File: src/rtl/pipe_stage_elastic.sv
// pipe_stage_elastic -- elastic pipeline stage register with one-entry skid.
//
// Carries a data payload and a control payload across one stage boundary
// with a valid/ready handshake. A skid entry absorbs the one entry already
// in flight when downstream stalls. This keeps in_ready purely registered:
// it is ~skid_valid and has no path from out_ready.
//
// Bubble rule: any slot whose valid bit is cleared also has its ctrl
// register written to zero, so out_ctrl reads as a NOP whenever out_valid=0.
// Data registers are never cleared on a bubble and keep their last value.
//
// flush kills both held entries and discards the input presented in the
// same cycle. A downstream handshake in the flush cycle is still treated as
// consumed. rst_n (async, active low) overrides flush.
//
// Optional build macro: PIPE_STALL_CNT_EN adds a saturating stall_cnt
// output. It counts cycles with out_valid=1 and out_ready=0, and only
// rst_n clears it.
//
// Ports:
//   clk, rst_n            clock (rising edge), async active-low reset
//   flush                 synchronous kill of all held entries
//   in_valid/in_ready     upstream handshake (in_ready registered)
//   in_data/in_ctrl       upstream payload
//   out_valid/out_ready   downstream handshake
//   out_data/out_ctrl     held payload (out_ctrl = 0 when out_valid = 0)
//   stall_cnt             stall cycle count (PIPE_STALL_CNT_EN only)
module pipe_stage_elastic #(
  parameter int DATA_W = 96,
  parameter int CTRL_W = 8,
  parameter int CNT_W  = 16
) (
  input  logic              clk,
  input  logic              rst_n,
  input  logic              flush,
  input  logic              in_valid,
  output logic              in_ready,
  input  logic [DATA_W-1:0] in_data,
  input  logic [CTRL_W-1:0] in_ctrl,
  output logic              out_valid,
  input  logic              out_ready,
  output logic [DATA_W-1:0] out_data,
  output logic [CTRL_W-1:0] out_ctrl
`ifdef PIPE_STALL_CNT_EN
  ,
  output logic [CNT_W-1:0]  stall_cnt
`endif
);

  logic              main_valid, skid_valid;
  logic [DATA_W-1:0] main_data, skid_data;
  logic [CTRL_W-1:0] main_ctrl, skid_ctrl;

  // Main slot may change when it is empty or its entry is leaving.
  logic main_adv;
  assign main_adv = ~main_valid | out_ready;

  always_ff @(posedge clk or negedge rst_n) begin
    if (!rst_n) begin
      main_valid <= 1'b0;
      skid_valid <= 1'b0;
      main_data  <= '0;
      skid_data  <= '0;
      main_ctrl  <= '0;
      skid_ctrl  <= '0;
    end else if (flush) begin
      main_valid <= 1'b0;
      skid_valid <= 1'b0;
      main_ctrl  <= '0;
      skid_ctrl  <= '0;
    end else if (main_adv) begin
      if (skid_valid) begin
        // FULL draining: the older skid entry moves up; in_ready was 0.
        main_valid <= 1'b1;
        main_data  <= skid_data;
        main_ctrl  <= skid_ctrl;
        skid_valid <= 1'b0;
        skid_ctrl  <= '0;
      end else if (in_valid) begin
        main_valid <= 1'b1;
        main_data  <= in_data;
        main_ctrl  <= in_ctrl;
      end else begin
        main_valid <= 1'b0;
        main_ctrl  <= '0;
      end
    end else if (in_valid && !skid_valid) begin
      // Main stalled: park the incoming entry behind it.
      skid_valid <= 1'b1;
      skid_data  <= in_data;
      skid_ctrl  <= in_ctrl;
    end
  end

  assign in_ready  = ~skid_valid;
  assign out_valid = main_valid;
  assign out_data  = main_data;
  assign out_ctrl  = main_ctrl;

`ifdef PIPE_STALL_CNT_EN
  // Saturating count of stalled output cycles; flush deliberately ignored.
  always_ff @(posedge clk or negedge rst_n) begin
    if (!rst_n)
      stall_cnt <= '0;
    else if (main_valid && !out_ready && !(&stall_cnt))
      stall_cnt <= stall_cnt + 1'b1;
  end
`else
  // No counter in this build; CNT_W is kept only for a uniform interface.
  logic [CNT_W-1:0] unused_cnt_w;
  assign unused_cnt_w = '0;
`endif

endmodule
File: config.mk
export PLATFORM = sky130hd
export DESIGN_NAME = pipe_stage_elastic
export DESIGN_NICKNAME = d
export VERILOG_FILES = /design/src/rtl/pipe_stage_elastic.sv
export SDC_FILE = /design/constraint.sdc
export NUM_CORES = 1
export LEC_CHECK = 0
export CAP_MARGIN = 20
export CORE_UTILIZATION = 50
export DETAILED_ROUTE_END_ITERATION = 10
export GPL_TIMING_DRIVEN = 0
export HOLD_SLACK_MARGIN = 0.08
export PLACE_DENSITY_LB_ADDON = 0.12
export SLEW_MARGIN = 20
export SYNTH_ARGS = -nofsm -noshare
export SYNTH_HDL_FRONTEND = slang
export SYNTH_SLANG_ARGS = --single-unit
File: constraint.sdc
create_clock -name clk -period 3.3 [get_ports clk]
set_input_delay 0.33 -clock clk [delete_from_list [all_inputs] [get_ports clk]]
set_output_delay 0.33 -clock clk [all_outputs]
set_load 0.01 [all_outputs]
==> results.ini <==
[sta]
hold_viol=0
worstMarginPinSlew_ns=0.473
min_period_ns=2.59
finalSetupTns_ns=0
finalSetupViolCount=0
relSlewSlack_pct=68.5
fin_ws_ns=0.712
slew_violations=0
skew_ns=0.00687
fin_crit_sh_pct=78.4
rsz0062_at_grt=no
fmax_ghz=0.386

[power_and_ir_drop]
ir_drop_mv=0.404
p_per_area_nw_per_um2=614
cellLeakagePower_nw=5.61

[layout]
fill_cells=1290
nets=946
stdcell_count=1089
drive_gt1_share_pct=43.0
diodes=0
areaGrowthSynthToFinish_pct=34.8
mostFrequentLayoutCell=clkdlybuf4s50_1
layout_common_cells=212 x clkdlybuf4s50_1, 210 x dfrtp_1, 208 x mux2_2

[synth]
ys_seq_area_share_pct=55.3
ys_warn_count=0
synth-adder-area-share_pct=0
netlist_top_cells_area=dfrtp_1 55%, mux2_2 25%, mux2_4 13%, buf_6 1.2%, o32ai_1 0.74%
postSynthAreaPerCell_um2=16.0
synth_mux_area_share_pct=37.3
synth_compound_area_share_pct=2.22
synth-seq-cells=210
synthSimpleGateAreaFrac_pct=1.37
syn-cell-area_um2=9500
synth_top_family_by_area=multiplexers
yosysTopAreaCell=dfrtp_1
synth_xor_area_share_pct=0
synthCells=595
synth_nets=704
synthDistinctLibCells=23
synth_top_area_share_pct=55.3

[detailed_routing]
post_drt_wl_per_cell_um=18.9
dr.pass1.iters=4
finalWirelength_um=20600
drc=0
drtAntennaViolNets=0
viasPerCell=5.29
vias=5763
drt_iter0_markers=203

[worst_setup_path]
reg2regPathDepth=5
worst-endpoint-arrival_ns=2.26
crit_required_ns=2.97
cp-start-kind=register
cp-end-kind=primary output
crit_type=reg2out
r2r-start=skid_valid
crit_start=skid_valid
path_delay_family=buffers and inverters
crit_end=in_ready
reg2reg_setup_slack_ns=1.50
cpMaxStageDelayCell=clkdlybuf4s50_1
crit_chain=buf_4, clkbuf_1, clkinv_1, clkdlybuf4s50_1
cpPeakStageDelay_ns=0.59
cp.depth=4
critPathMaxFanout=10
cp_num_buf_inv=4
r2r_end=skid_ctrl[1]

[clocking]
ctsResizeCount=0
ctsHoldBuffers=1
cts.clk_slew.worst_paths_ns=0.06
cts_made_buffers=24
clockRootBuffer=clkbuf_16
cts_tree=yes
clkLatencyLatePin_ns=0.50
clkSinkCount=210
postCtsSetupBuffers=0
cts-htree-levels=1
cts_buffer_depth=3

[placed_design]
dp_hpwl_um=14400
io_buffers=213
post-place-cells=1044
dp_slack_ns=1.08
place.gp.congestion=0.777

[flow_run]
max_cap_violations=0

[worst_hold_path]
hp-class=in2reg
hold_start=flush

[grt]
grt_pass1_wl_um=33800
grt_pass1_vias=6292
grt_usage_pct=21.7
gr-total-overflow=0
grt_max_degree=89
antenna_found_initial=0

[status]
status=finished clean

[floorplanning]
floorplan.initialDensity_pct=51.0
io_pins=215
rows=50
die_area_um2=19600
die_y_um=140
core-area_um2=18600
dieWidth_um=140

==> sequential cells by signal, summed over array words and instances (netlist names) <==
name,cells
skid_ctrl,8
out_ctrl,8
out_data,96
skid_data,96
out_valid,1
skid_valid,1
==> final cells by class <==
cell class	count	area [um2]	share of cell area [%]
multi-input cells	338	3880	30.3
flip-flops and latches	210	5260	41.0
repair buffers	216	2200	17.2
clock inverters	6	57.6	0.449
inverters	9	33.8	0.264
clock buffers	38	754	5.89
well taps	234	293	2.29
plain buffers	38	330	2.58
==> cell usage after synthesis <==
master,count
and2_1,8
and2b_2,1
mux2_4,80
a21o_1,1
a211oi_1,8
a31oi_1,8
o32ai_1,8
nor2_1,10
clkinv_1,1
inv_1,8
buf_8,2
dfrtp_1,210
o21bai_4,1
buf_4,7
o21ai_0,1
mux2_2,208
nand3_2,1
nor2_4,1
nand2b_1,2
buf_12,3
buf_2,12
clkbuf_1,4
buf_6,10
==> metal layers <==
metal  up-vias  track usage (%)  part of all wire [%]
met5         -                0                     0
met4         0             7.29                   3.1
met3        47             5.26                   5.5
met2       161             35.0                    48
met1      2921             28.8                    43
li1       2634                -                     -
==> worst reg2reg max path, delay by kind of cell, from the launching register on <==
family,cells,cell delay [ns]
buf+inv,3,0.84
compound gates,2,0.50
flops,1,0.32
==> per-stage QoR <==
stage	hold slack (ns)	instance area (um2)	total power, mW	utilization (%)
2_1_floorplan	0.0344	9500	4.36	-
3_3_place_gp	0.481	11900	5.16	64.0
3_5_place_dp	0.294	12000	5.25	64.3
4_1_cts	0.0956	12800	7.96	68.7
5_1_grt	0.105	12800	8.22	68.7
6_report	0.119	12800	7.87	68.7
==> kinds of logic after synthesis <==
kind of cell | count (synthesis)
buffers and inverters | 47
flip-flops | 210
multiplexers | 288
AND/OR/NAND/NOR | 23
AO/OA/AOI/OAI | 27
==> report_power, final <==
group          switching, mW  total [mW]  internal [mW]
Combinational          0.570        1.75           1.18
Sequential             0.302        3.45           3.15
Clock                   1.03        2.67           1.64
==> how the worst min path moves through the flow <==
stage,depth (start not counted),end
after floorplan,0,out_ctrl[0]
after global placement,1,skid_data[31]
after detailed placement,1,skid_data[56]
after CTS,2,skid_ctrl[3]
after global routing,2,skid_ctrl[3]
final,2,skid_ctrl[3]
(Power assumes the default switching activity.)
